$ cat config.mk
export PLATFORM = sky130hd
export DESIGN_NAME = piso_serializer_flat
export DESIGN_NICKNAME = d
export VERILOG_FILES = /design/src/rtl/piso_serializer_if.sv /design/src/rtl/piso_serializer.sv /design/src/flat_wrapper.sv
export SDC_FILE = /design/constraint.sdc
export NUM_CORES = 1
export LEC_CHECK = 0
export CAP_MARGIN = 25
export CORE_AREA = 4 4 41 43
export CTS_BUF_LIST = sky130_fd_sc_hd__clkbuf_4
export CTS_CLUSTER_DIAMETER = 120
export CTS_CLUSTER_SIZE = 14
export DETAILED_ROUTE_END_ITERATION = 8
export DIE_AREA = 0 0 45 47
export DONT_BUFFER_PORTS = 1
export PLACE_DENSITY = 0.72
export SLEW_MARGIN = 20
export SYNTH_ARGS = -nofsm -noshare
export SYNTH_HDL_FRONTEND = slang
export SYNTH_SLANG_ARGS = --single-unit
$ cat constraint.sdc
create_clock -name clk -period 1.92 [get_ports clk]
set_clock_uncertainty 0.1 [all_clocks]
set_input_delay 0.384 -clock clk [delete_from_list [all_inputs] [get_ports clk]]
set_output_delay 0.384 -clock clk [all_outputs]
set_load 0.005 [all_outputs]
$ cat src/rtl/piso_serializer_if.sv
`default_nettype none
// ============================================================================
// Module      : piso_serializer_if
// Description : Load handshake and serial output bundle for piso_serializer.
//               slave  - serializer side (accepts words, drives serial bits)
//               master - producer/consumer side (offers words, observes bits)
//   load_valid : word offered on load_data
//   load_data  : WIDTH-bit parallel word
//   load_ready : serializer can accept a word
//   ser_out    : serial data bit
//   ser_valid  : ser_out carries a data bit
//   done       : one-cycle word-completion pulse
// Revision    : 1.0 - initial release
// ============================================================================
interface piso_serializer_if #(
    parameter int WIDTH = 8
);
    logic             load_valid;
    logic [WIDTH-1:0] load_data;
    logic             load_ready;
    logic             ser_out;
    logic             ser_valid;
    logic             done;

    modport master (
        output load_valid,
        output load_data,
        input  load_ready,
        input  ser_out,
        input  ser_valid,
        input  done
    );

    modport slave (
        input  load_valid,
        input  load_data,
        output load_ready,
        output ser_out,
        output ser_valid,
        output done
    );
endinterface
`default_nettype wire

$ cat src/rtl/piso_serializer.sv
`default_nettype none
// ============================================================================
// Module      : piso_serializer
// Description : Parallel-in / serial-out shifter with a two-state FSM.
//               A word is accepted from the load handshake while IDLE, then
//               shifted out one bit per enabled clock, head bit first.
//   clk         : sole clock, rising edge
//   async_reset : asynchronous active-high reset
//   sync_reset  : synchronous active-high clear (beats load and enable)
//   enable      : bit-advance strobe while shifting
//   bus         : load handshake and serial outputs (slave modport)
// Parameters  : WIDTH (2..32), MSB_FIRST (1 = MSB first), IDLE_LEVEL
// Revision    : 1.0 - initial release
// ============================================================================
module piso_serializer #(
    parameter int WIDTH      = 8,
    parameter bit MSB_FIRST  = 1'b1,
    parameter bit IDLE_LEVEL = 1'b0
) (
    input  wire                  clk,
    input  wire                  async_reset,
    input  wire                  sync_reset,
    input  wire                  enable,
    piso_serializer_if.slave     bus
);

    localparam int               c_cnt_w    = (WIDTH > 1) ? $clog2(WIDTH) : 1;
    localparam logic [c_cnt_w-1:0] c_last_cnt = c_cnt_w'(WIDTH - 1);

    localparam logic [0:0] c_st_idle  = 1'b0;
    localparam logic [0:0] c_st_shift = 1'b1;

    logic [0:0]         r_state;
    logic [WIDTH-1:0]   r_shreg;
    logic [c_cnt_w-1:0] r_cnt;
    logic               r_done;

    logic [0:0]         w_state_nxt;
    logic [WIDTH-1:0]   w_shreg_nxt;
    logic [c_cnt_w-1:0] w_cnt_nxt;
    logic               w_done_nxt;

    // Head bit currently presented, and the register moved one step toward it.
    logic               w_head;
    logic [WIDTH-1:0]   w_shifted;

    generate
        if (MSB_FIRST) begin : g_msb_first
            assign w_head    = r_shreg[WIDTH-1];
            assign w_shifted = {r_shreg[WIDTH-2:0], 1'b0};
        end else begin : g_lsb_first
            assign w_head    = r_shreg[0];
            assign w_shifted = {1'b0, r_shreg[WIDTH-1:1]};
        end
    endgenerate

    always_ff @(posedge clk or posedge async_reset) begin
        if (async_reset) begin
            r_state <= c_st_idle;
            r_shreg <= '0;
            r_cnt   <= '0;
            r_done  <= 1'b0;
        end else begin
            r_state <= w_state_nxt;
            r_shreg <= w_shreg_nxt;
            r_cnt   <= w_cnt_nxt;
            r_done  <= w_done_nxt;
        end
    end

    always_comb begin
        w_state_nxt = r_state;
        w_shreg_nxt = r_shreg;
        w_cnt_nxt   = r_cnt;
        w_done_nxt  = 1'b0;

        if (sync_reset) begin
            w_state_nxt = c_st_idle;
            w_shreg_nxt = '0;
            w_cnt_nxt   = '0;
        end else if (r_state == c_st_idle) begin
            // load_ready is high throughout IDLE, so load_valid alone accepts;
            // enable is deliberately ignored on the accepting edge.
            if (bus.load_valid) begin
                w_shreg_nxt = bus.load_data;
                w_cnt_nxt   = '0;
                w_state_nxt = c_st_shift;
            end
        end else begin
            if (enable) begin
                w_shreg_nxt = w_shifted;
                if (r_cnt == c_last_cnt) begin
                    // Last bit leaves on this edge: done lands in the first
                    // IDLE cycle, where a new word may already be accepted.
                    w_state_nxt = c_st_idle;
                    w_cnt_nxt   = '0;
                    w_done_nxt  = 1'b1;
                end else begin
                    w_cnt_nxt = r_cnt + 1'b1;
                end
            end
        end
    end

    assign bus.load_ready = (r_state == c_st_idle);
    assign bus.ser_valid  = (r_state == c_st_shift);
    assign bus.ser_out    = (r_state == c_st_shift) ? w_head : IDLE_LEVEL;
    assign bus.done       = r_done;

endmodule
`default_nettype wire

$ cat src/flat_wrapper.sv
// flat-port wrapper written by rule: the top's interface ports become plain ports
module piso_serializer_flat 
#(
    parameter int WIDTH      = 8,
    parameter bit MSB_FIRST  = 1'b1,
    parameter bit IDLE_LEVEL = 1'b0
)
  (clk, async_reset, sync_reset, enable, bus_load_valid, bus_load_data, bus_load_ready, bus_ser_out, bus_ser_valid, bus_done);
  piso_serializer_if #(.WIDTH(WIDTH)) bus_i ();
  input  wire clk;
  input  wire async_reset;
  input  wire sync_reset;
  input  wire enable;
  input wire logic [$bits(bus_i.load_valid)-1:0] bus_load_valid;
  input wire logic [$bits(bus_i.load_data)-1:0] bus_load_data;
  output wire logic [$bits(bus_i.load_ready)-1:0] bus_load_ready;
  output wire logic [$bits(bus_i.ser_out)-1:0] bus_ser_out;
  output wire logic [$bits(bus_i.ser_valid)-1:0] bus_ser_valid;
  output wire logic [$bits(bus_i.done)-1:0] bus_done;
  assign bus_i.load_valid = bus_load_valid;
  assign bus_i.load_data = bus_load_data;
  assign bus_load_ready = bus_i.load_ready;
  assign bus_ser_out = bus_i.ser_out;
  assign bus_ser_valid = bus_i.ser_valid;
  assign bus_done = bus_i.done;
  piso_serializer #(.WIDTH(WIDTH), .MSB_FIRST(MSB_FIRST), .IDLE_LEVEL(IDLE_LEVEL)) u_core (.clk(clk), .async_reset(async_reset), .sync_reset(sync_reset), .enable(enable), .bus(bus_i));
endmodule
Yosys cells after proc, flatten, opt, wreduce, memory -nomap -nowiden

Cells that the tools add are included.

Add/sub/neg operators: 1
Eq/ne operators: 2
Muxes and demuxes: 19
Bitwise operators: 1
Reductions and logical operators: 2

Operators with widths:

| kind                | count |
|---|---|
| $mux 8              | 4 |
| $mux 3              | 5 |
| $mux 1              | 10 |
| $add 3x1->3 const B | 1 |
| $eq 3x3->1 const B  | 1 |
| $ne 3x3->1 const B  | 1 |
| $reduce_bool 3->1   | 1 |
| $reduce_and 2->1    | 1 |
| $not 1->1           | 1 |

Bits in registers: 13
Output and inout port bits: 4

Depth between registers and ports, before layout

Depth in word-level cells: 5
Gate-level depth with buffers: 5

Least setup slack after synthesis

OpenSTA, ideal clock, no wires.

Path type: register -> register
From: reg u_core.r_cnt[0]
To: reg u_core.r_cnt[2]
Library setup time: 0.133 ns
Arrival: 1.237 ns
Required time: 1.687 ns
Path slack: 0.449 ns
Cell stages (with the launch flop): 6
Path buffers: 0
Period minus slack after synthesis: 1.471 ns
Cell sequence: dfrtp_1 > ha_1 > ha_1 > mux2_2 > a22oi_1 > nor2_1

Longest elaborated chain between the ends: 5

RTL lines:

| element                                   | line                                         | RTL |
|---|---|---|
| start: declaration                        | piso_serializer.sv:35                        | `logic [c_cnt_w-1:0] r_cnt;` |
| start signal: assignment                  | piso_serializer.sv:66                        | `r_cnt <= w_cnt_nxt;` |
| $add 3x1->3 or $eq 3x3->1 (tied branches) | piso_serializer.sv:99, piso_serializer.sv:92 |  |
| $mux 3 (*)                                | piso_serializer.sv:92                        | `if (r_cnt == c_last_cnt) begin` |
| $mux 3 (*)                                | piso_serializer.sv:90                        | `if (enable) begin` |
| $mux 3 (*)                                | piso_serializer.sv:81                        | `end else if (r_state == c_st_idle) begin` |
| $mux 3 (*)                                | piso_serializer.sv:77                        | `if (sync_reset) begin` |

Every way passes the cells marked *; elsewhere a longest branch is shown, timed or not. The select of a mux whose other input is x is not followed.
A chain may end at the register's enable or synchronous reset.

Final worst setup path

From: reg u_core.r_state, in the netlist u_core.bus.ser_valid
To: out bus_load_ready

Longest elaborated chain between the ends: 1

RTL lines:

| element                  | line                  | RTL |
|---|---|---|
| start: declaration       | piso_serializer.sv:33 | `logic [0:0] r_state;` |
| start signal: assignment | piso_serializer.sv:59 | `r_state <= c_st_idle;` |
| start signal: assignment | piso_serializer.sv:64 | `r_state <= w_state_nxt;` |
| $not 1->1                | --                    |  |
| end: declaration         | flat_wrapper.sv:16    | `output wire logic [$bits(bus_i.load_ready)-1:0] bus_load_ready;` |

No other way between the ends.

==> results.md <==
- CTS clk-pin slew, worst paths: 0.08 ns
- Longest Clk Path Bufs: 2
- Peak Freq: 617 MHz
- Sw Share: 25.0%
- CP Max Fanout: 10
- Worst hold start: sync_reset
- Share of layout cells above drive strength 1: 16.4%
- R2R Path End: u_core.r_cnt[2]$_DFFE_PP0P_
- Hold path cells: 1
- XOR/XNOR Fraction of Synth Area: 0%
- Combinational cell fraction of total power: 11.7%
- Total negative slack: 0 ns
- Vias per cell: 6.02
- Initial core utilization: 53.5%
- Largest cells by area after synthesis: dfrtp_1 (47%), a211oi_1 (6.5%), mux2i_1 (5.8%)
- Post-synth EDFFs: 0
- Int Power: 0.000417 W
- Wire per inst: 16.2 microns
- Antenna Nets Post-Route: 0
- Max-slew violations: 0
- Maximum vdd drop: 0.360 mV
- Mux contribution to synthesized area: 10.6%
- H-tree lvl count: 1
- Fraction of registers with async set/reset: 100%
- Origin of the critical flop-to-flop path: u_core.r_cnt[0]$_DFFE_PP0P_
- Final Power: 0.000556 W
- Status: complete, no violations
- Pleak: 0.334 nW
- Row count: 13
- Clock tree from TritonCTS: yes
- Hold Violations, Final: 0
- Met3 usage: 3.83%
- Post-synth cell types: 24
- Area Growth Syn to Fin: 4.32%
- Core footprint: 1300 sq um
- Top cell type's share of synthesized area: 46.8%
- Root Buffer: clkbuf_4
- Clock latency on the worst-skew pair: 0.27 ns
- Total grt overflow: 0
- CTS sink count: 13
- CTS Buf Count: 3
- Most Crowded Layer GR: met2
- Tcrit/Tclk final: 84.4%
- Top cells by count, synth: dfrtp_1 (13), nor2_1 (8), a211oi_1 (6)
- Most used DFF post-synth: dfrtp_1
- Post-Synth Adder-Cell Area: 3.60%
- Die ar.: 2120 sq um
- Post-Syn Area: 696 sq um
- Vias in the first global route: 467
- Sequential Power Share: 54.7%
- Worst Hold End: u_core.r_cnt[0]$_DFFE_PP0P_
- Post-synthesis simple-gate area fraction: 16.5%
- Largest family of logic cells by synthesized area: simple AND/OR/NAND/NOR gates
- IO Port Bufs: 0
- First-pass GRT wire length: 2170 microns
- Final setup violation count: 0
- P_sw: 0.000139 W
- Die Y: 47 microns
- Synth Area in Compound Gates: 16.2%
- Yosys top cell by area: dfrtp_1
- Cell count of the worst reg-to-reg path: 5
- Final wirelength: 1330 microns
- Largest net degree at the start of global routing: 14
- Worst hold path type: in2reg
- Max Cap Viol: 0
- Share of the yosys chip area belonging to registers: 46.8%
- Gpl congestion: 0.738
- Crit start category: flop
- WP data required: 1.44 ns
- DR iter-0 viols: 3
- Post-Synthesis Cells: 66
- Slew HR: 66.4%
- Fin util: 55.8%
- Routed via count: 494
- Total track usage: 14.4%
- Die W: 45 microns
- Syn_nets: 81
- Power per cell area: 766 nW/um^2
- Yosys warns: 0
- Arr. time, crit path: 1.14 ns
- # nets final: 83
- Final min period: 1.62 ns
- DR DRC count: 0
- Ant diodes: 0
- Global routing usage on met1: 20.2%
- RSZ-0062 raised after global routing: no
- IO Count: 17
- Slew @ Worst Pin: 0.504 ns
- Clk pwr share: 33.6%
- Syn Area/Cell: 10.5 sq um
- Router iterations before antenna repair: 2
- Dpl hpwl: 953 microns
- Yosys reg bits: 13
- Initial antenna violation count: 0
- R2R Setup Slk: 0.42 ns
- Crit end category: output port
- Critical setup path kind: reg2out
- Most used standard cell by instance count after synthesis: dfrtp_1
- M2 GR Usage: 20.3%
[power groups by stage]
stage	logic (W)	registers, W	clock network [W]
after global routing	0.0000733	0.000307	0.000200
after global placement	0.0000615	0.000309	0
after floorplan	0.0000699	0.000303	0
final	0.0000650	0.000304	0.000187
after CTS	0.0000657	0.000304	0.000188
after detailed placement	0.0000638	0.000310	0
[registers in the layout (all words and copies together) (netlist names)]
| signal | count |
|---|---|
| u_core.bus.done | 1 |
| u_core.bus.ser_valid | 1 |
| u_core.r_cnt | 3 |
| u_core.r_shreg | 8 |
[stage by stage]
stage	hold WS, ns	area (sq um)	cells	setup slack (ns)
floorplan	0.161	696	66	0.449
global placement	0.236	686	77	0.441
detailed placement	0.236	686	77	0.421
CTS	0.0517	726	82	0.288
global route	0.0406	726	82	0.205
finish	0.0575	726	82	0.300
[routing by layer]
layer	wire length, microns	up-vias
li1	-	243
met1	628	242
met2	651	9
met3	50	0
met4	0	0
met5	0	-
[cell type report]
class                   instances  area [sq um]
clock buffers                   4          30.0
fillers                       119           576
inverters                       2          7.51
multi-input cells              46           327
flip-flops and latches         13           325
well taps                      15          18.8
repair buffers                  2          17.5
[critical path: stages (launching register included)]
cell and delay (ns):
dfrtp_1 0.57, buf_4 0.23, inv_1 0.06
[worst max-delay path by stage]
stage	from	endpoint	slack, ns	depth (start not counted)
after floorplan	u_core.r_cnt[0]$_DFFE_PP0P_	u_core.r_cnt[2]$_DFFE_PP0P_	0.45	5
after global placement	u_core.r_cnt[0]$_DFFE_PP0P_	u_core.r_cnt[2]$_DFFE_PP0P_	0.44	5
after detailed placement	u_core.r_cnt[0]$_DFFE_PP0P_	u_core.r_cnt[2]$_DFFE_PP0P_	0.42	5
after CTS	u_core.bus.ser_valid$_DFF_PP0_	bus_load_ready	0.29	2
after global routing	u_core.bus.ser_valid$_DFF_PP0_	bus_load_ready	0.20	2
final	u_core.bus.ser_valid$_DFF_PP0_	bus_load_ready	0.30	2
[logic make-up after synthesis]
| group | after synthesis |
|---|---|
| and+or+nand+nor | 22 |
| AOI/OAI and AO/OA | 15 |
| adders and majority gates | 2 |
| buffers and inverters | 7 |
| DFF | 13 |
| muxes | 7 |
[cells in the final DEF (no fill, tap or decap), drive strengths merged, types with 2 or more instances in the layout]
cell    count
dfrtp      13
nor2        8
a211oi      6
o22ai       4
nor3        4
mux2i       4
clkbuf      4
mux2        3
nor2b       3
inv         2
a22oi       2
ha          2
nand2       2
[what timing repair did]
action                                 4_1_cts  5_1_grt
hold buffers                                 1        0
buffers inserted                             0        0
resized for setup                            0        0
endpoints found under the hold margin       13        0
Note: power is estimated with default switching activity, not from simulation.
